<file path="config.mk">
export PLATFORM = sky130hd
export DESIGN_NAME = aes_core_arbiter
export DESIGN_NICKNAME = d
export VERILOG_FILES = /design/src/rtl/aes_core_arbiter.sv
export SDC_FILE = /design/constraint.sdc
export NUM_CORES = 1
export LEC_CHECK = 0
export ABC_AREA = 1
export CAP_MARGIN = 20
export CORE_MARGIN = 2
export CORE_UTILIZATION = 43
export CTS_CLUSTER_DIAMETER = 60
export DETAILED_ROUTE_END_ITERATION = 7
export GPL_TIMING_DRIVEN = 0
export PLACE_DENSITY = 0.73
export SETUP_SLACK_MARGIN = 0.3
export SYNTH_ARGS = -nofsm -noshare
export SYNTH_HDL_FRONTEND = slang
export SYNTH_SLANG_ARGS = --single-unit
</file>
<file path="constraint.sdc">
create_clock -name clock -period 2.35 [get_ports clock]
set_clock_uncertainty 0.1 [all_clocks]
set_input_delay 0.235 -clock clock [delete_from_list [all_inputs] [get_ports clock]]
set_output_delay 0.235 -clock clock [all_outputs]
set_load 0.1 [all_outputs]
</file>
<file path="src/rtl/aes_core_arbiter.sv">
// aes_core_arbiter: round-robin share of one byte-serial AES core between two FIFO channels
module aes_core_arbiter #(
    parameter int DATA_WIDTH  = 16,
    parameter int BLOCK_BYTES = 16,
    parameter int TIMEOUT     = 1024
) (
    input  logic                  clock,
    input  logic                  rst,
    input  logic                  req0_empty,
    output logic                  req0_rd,
    input  logic [DATA_WIDTH-1:0] req0_din,
    input  logic                  req1_empty,
    output logic                  req1_rd,
    input  logic [DATA_WIDTH-1:0] req1_din,
    input  logic                  rsp0_full,
    output logic                  rsp0_wr,
    output logic [7:0]            rsp0_dout,
    input  logic                  rsp1_full,
    output logic                  rsp1_wr,
    output logic [7:0]            rsp1_dout,
    output logic                  core_load,
    output logic [7:0]            core_key,
    output logic [7:0]            core_din,
    input  logic [7:0]            core_dout,
    input  logic                  core_dvld,
    output logic                  core_rst,
    output logic                  grant,
    output logic                  busy,
    output logic                  err_timeout
);
    localparam int CW = $clog2(BLOCK_BYTES + 1);
    localparam int TW = $clog2(TIMEOUT);
    localparam int IW = $clog2(BLOCK_BYTES);

    typedef enum logic [2:0] {IDLE, LOAD, WAIT, CAPTURE, WRITE, FLUSH} state_t;

    state_t                state, state_n;
    logic [CW-1:0]         count;
    logic [TW-1:0]         timer;
    logic                  last_grant;
    logic [7:0]            mem [BLOCK_BYTES];
    logic [DATA_WIDTH-1:0] din;
    logic                  pop, cap, wr, last, tmo, waiting;

    assign din     = grant ? req1_din : req0_din;
    assign waiting = (state == WAIT) || (state == CAPTURE);
    assign pop     = (state == LOAD) && !(grant ? req1_empty : req0_empty);
    assign cap     = waiting && core_dvld;
    assign wr      = (state == WRITE) && !(grant ? rsp1_full : rsp0_full);
    assign last    = count == CW'(BLOCK_BYTES - 1);
    assign tmo     = waiting && !core_dvld && (timer == TW'(TIMEOUT - 1));

    always_ff @(posedge clock or posedge rst)
        if (rst) state <= IDLE;
        else     state <= state_n;

    always_comb begin
        state_n = state;
        case (state)
            IDLE:    state_n = (!req0_empty || !req1_empty) ? LOAD : IDLE;
            LOAD:    state_n = (pop && last) ? WAIT : LOAD;
            WAIT:    state_n = cap ? (last ? WRITE : CAPTURE) : (tmo ? FLUSH : WAIT);
            CAPTURE: state_n = (cap && last) ? WRITE : (tmo ? FLUSH : CAPTURE);
            WRITE:   state_n = (wr && last) ? IDLE : WRITE;
            default: state_n = IDLE;
        endcase
    end

    always_comb begin
        busy        = state != IDLE;
        core_rst    = state == FLUSH;
        err_timeout = state == FLUSH;
        req0_rd     = pop && !grant;
        req1_rd     = pop && grant;
    end

    always_ff @(posedge clock or posedge rst)
        if (rst) begin
            count      <= '0;
            timer      <= '0;
            grant      <= 1'b0;
            last_grant <= 1'b1;
            core_load  <= 1'b0;
            core_key   <= 8'h0;
            core_din   <= 8'h0;
            rsp0_wr    <= 1'b0;
            rsp1_wr    <= 1'b0;
            rsp0_dout  <= 8'h0;
            rsp1_dout  <= 8'h0;
        end else begin
            core_load <= pop;
            if (pop) begin
                core_key <= din[DATA_WIDTH-1:DATA_WIDTH-8];
                core_din <= din[7:0];
            end
            rsp0_wr <= wr && !grant;
            rsp1_wr <= wr && grant;
            if (wr && !grant) rsp0_dout <= mem[count[IW-1:0]];
            if (wr && grant) rsp1_dout <= mem[count[IW-1:0]];
            case (state)
                IDLE: begin
                    if (!req0_empty || !req1_empty)
                        grant <= (!req0_empty && !req1_empty) ? ~last_grant : req0_empty;
                    count <= '0;
                    timer <= '0;
                end
                LOAD: if (pop) count <= last ? '0 : count + 1'b1;
                WAIT, CAPTURE: begin
                    if (cap) count <= last ? '0 : count + 1'b1;
                    timer <= (cap || tmo) ? '0 : timer + 1'b1;
                end
                WRITE: begin
                    if (wr) count <= last ? '0 : count + 1'b1;
                    if (wr && last) last_grant <= grant;
                end
                default: begin
                    last_grant <= grant;
                    count      <= '0;
                    timer      <= '0;
                end
            endcase
        end

    always_ff @(posedge clock)
        if (cap) mem[count[IW-1:0]] <= core_dout;
endmodule
</file>
==> results.py <==
metrics = {
    "drt": {
        "wl_mm": 18.8,
        "vias": 6079,
        "routed_via_density": 4.82,
        "drt_iter0_markers": 487,
        "wl_per_cell_um": 14.9,
        "dr.pass1.iters": 4,
        "drc": 0,
        "ant_nets": 0,
    },
    "sta": {
        "drv_slew": 0,
        "max_freq_ghz": 0.480,
        "fin_crit_sh": 0.887,
        "finalWorstPathRequiredPeriod_ns": 2.08,
        "rsz0062_at_grt": "true",
        "hold_violations": 0,
        "final-setup-viol-count": 0,
        "relSlewSlack": 0.341,
        "worstMarginPinSlew_ns": 0.992,
        "tns_ns": 0,
    },
    "worst_setup_path": {
        "cpLargestDelayFamily": "buffers and inverters",
        "arrival_ns": 1.75,
        "worst_setup_path_start_kind": "flip-flop",
        "critPathMaxFanout": 6,
        "worstPathBufferInverterCount": 3,
        "path_class": "flip-flop to output pin",
        "crit_required_ns": 2.02,
        "reg2reg_from": "count[2]$_DFFE_PP0P_",
        "reg2reg_slack_ns": 0.39,
        "crit_path_end_kind": "output pin",
        "critical_path.slowest_cell": "dfrtp_1",
        "rr_worst_depth": 5,
        "reg2reg_to": "mem[11][7]$_DFFE_PP_",
        "critical_path.max_stage_delay_ns": 0.41,
        "crit_chain": "inv_1, nand3_4, nor3_4, buf_6, buf_12",
    },
    "cells_and_area": {
        "finalCoreUtilization": 0.552,
        "diodes": 0,
        "stdcell_count": 1262,
        "nNetsFinal": 1067,
        "synthToLayoutAreaGrowth_pct": 25.7,
        "num-fill-cells": 1603,
        "drive_gt1_frac": 0.120,
    },
    "yosys": {
        "async_flop_share": 0.301,
        "synth_top_area_share": 0.467,
        "avgSynthCellArea_sq_um": 9.25,
        "synthTopCellsByArea": "edfxtp_1 (47%), dfrtp_1 (16%), nand2_1 (16%), inv_1 (6.5%), nand3_1 (4.9%)",
        "yosysSeqAreaShare": 0.634,
        "syn_inst": 891,
        "syn-num-nets": 943,
        "synth-edff-count": 128,
        "yosys_warnings": 0,
        "yosys_most_used_dff": "edfxtp_1",
        "yosysTopAreaCell": "edfxtp_1",
        "netlist_area_sq_um": 8240,
        "synthDistinctLibCells": 34,
        "ys_ff_latch": 183,
    },
    "cts": {
        "numCtsBuffers": 17,
        "clock-root-buffer": "clkbuf_16",
        "htree_levels": 4,
        "clockBufferDepth": 2,
        "insertion_delay_ns": 0.44,
        "cts_tree": "done",
        "clock-sinks": 183,
        "cts.clk_slew.worst_paths_ns": 0.07,
    },
    "hold_path": {
        "holdPathEnd": "core_key[4]$_DFFE_PP0N_",
        "hp-class": "input pin to flip-flop",
        "whs_path_depth": 3,
        "min_from": "req0_din[12]",
    },
    "outcome": {
        "status": "finished, final reports clean",
    },
    "die": {
        "rows": 50,
        "dieArea_sq_um": 20300,
        "initial_utilization": 0.439,
        "die_h_um": 142,
        "coreArea_sq_um": 18800,
        "ios": 88,
        "die_w_um": 142,
    },
    "run": {
        "maxCapViolCount": 0,
    },
    "grt": {
        "grt_first_pass_wirelength_mm": 29.5,
        "first_global_vias": 5819,
        "grt_max_degree": 40,
        "grt_overflow_total": 0,
        "antenna_found_initial": 0,
        "groute.usage.overall": 0.194,
    },
    "power_and_ir_drop": {
        "power_mw": 12.3,
        "vdd_drop_max_uv": 649,
        "p_per_area_nw_per_um2": 1180,
        "leakage_nw": 4.88,
    },
    "place": {
        "place_congestion": 0.890,
        "dpl.hpwl_mm": 12.8,
        "dp.cells": 1215,
        "port-buffer-count": 87,
    },
}
area by class of cell:
type | count | area (sq um) | area share
multi-input cells | 534 | 2500 | 0.241
well taps | 234 | 293 | 0.0283
clock inverters | 10 | 62.6 | 0.00604
flip-flops and latches | 183 | 5230 | 0.505
clock buffers | 22 | 509 | 0.0492
inverters | 147 | 556 | 0.0536
plain buffers | 27 | 190 | 0.0184
repair buffers | 105 | 1020 | 0.0985
how the worst max path moves through the flow:
stage	cells past startpoint	endpoint	start	slack, ns
4_1_cts	5	req1_rd	state[2]$_DFF_PP0_	0.04
3_3_place_gp	4	req0_rd	req0_empty	-0.65
5_1_grt	5	req0_rd	state[2]$_DFF_PP0_	0.18
2_1_floorplan	4	err_timeout	state[1]$_DFF_PP0_	0.22
3_5_place_dp	4	req0_rd	req0_empty	-0.63
6_report	5	req0_rd	state[1]$_DFF_PP0_	0.27
cell usage in the layout, fill, tap and decap left out, types with 6 or more instances in the layout:
cell,count
nand2_1,347
inv_1,141
edfxtp_1,128
nand3_1,81
dfrtp_1,51
clkdlybuf4s50_1,46
dlygate4sd2_1,27
o21ai_0,24
clkbuf_16,20
nor2_1,18
nor2_4,17
buf_4,16
buf_2,9
clkdlybuf4s15_1,8
a21oi_1,7
clkbuf_4,7
buf_6,6
state kept, by name (all words and copies together), names as in the netlist:
register and flops:
count 5, rsp0_dout 8, grant 1, rsp1_wr 1
mem 128, core_key 8, last_grant 1, state 3
core_din 8, core_load 1, rsp0_wr 1, timer 10
rsp1_dout 8
cells in the mapped netlist, types with 2 or more instances:
cell type  count
nand2_1      351
xnor2_1        2
dfrtp_1       54
buf_4          3
inv_1        143
nor2_1        33
nor3_2         2
o21ai_0       28
nor3_4         2
nand3_1       81
nor2_2         5
buf_2         17
clkbuf_1       4
inv_2          3
nor3_1         6
edfxtp_1     128
a21oi_1        7
ha_1           5
buf_6          2
per-stage QoR:
step / instance area [sq um] / hold WS, ns / setup slack (ns)
after CTS: 10200 / 0.240 / 0.0364
after floorplan: 8250 / 0.220 / 0.219
after global placement: 9410 / 0.365 / -0.650
after global routing: 10400 / 0.250 / 0.176
after detailed placement: 9440 / 0.366 / -0.632
final: 10400 / 0.253 / 0.266
where the power goes:
group / internal (mW) / leakage, nW / total (mW) / switching (mW)
Clock: 1.54 / 0.289 / 2.74 / 1.20
Combinational: 1.42 / 2.72 / 5.56 / 4.14
Sequential: 3.77 / 1.87 / 3.97 / 0.194
Total: 6.73 / 4.88 / 12.3 / 5.53
per-layer routing:
| metal | part of all wire | track usage | vias to the layer above | routed length [um] |
|---|---|---|---|---|
| met1 | 0.44 | 0.250 | 2812 | 8320 |
| li1 | - | - | 3051 | - |
| met4 | 0.025 | 0.0849 | 0 | 463 |
| met2 | 0.47 | 0.315 | 180 | 8880 |
| met3 | 0.058 | 0.0437 | 36 | 1090 |
| met5 | 0 | 0 | - | 0 |
worst min-delay path, stage by stage:
cell and delay, ns:
clkdlybuf4s50_1 0.39, nand2_1 0.06, nand3_1 0.06
what timing repair did:
action / CTS / global route
endpoints found under the setup margin: 161 / 147
hold endpoints to repair: 16 / 0
buffers inserted: 3 / 11
pin swaps: 5 / 7
resized for setup: 105 / 42
hold buffers: 1 / 0
kinds of logic (layout without fill, tap and decap cells):
family	Yosys count	in the layout	synth area share
AOI/OAI and AO/OA	39	39	0.0243
DFF	183	183	0.634
adders and majority gates	5	5	0.00759
and+or+nand+nor	487	487	0.246
xor gates and xnor gates	3	3	0.00319
buffers and inverters	174	311	0.0851
No activity file was read; power rests on OpenSTA's default activity.
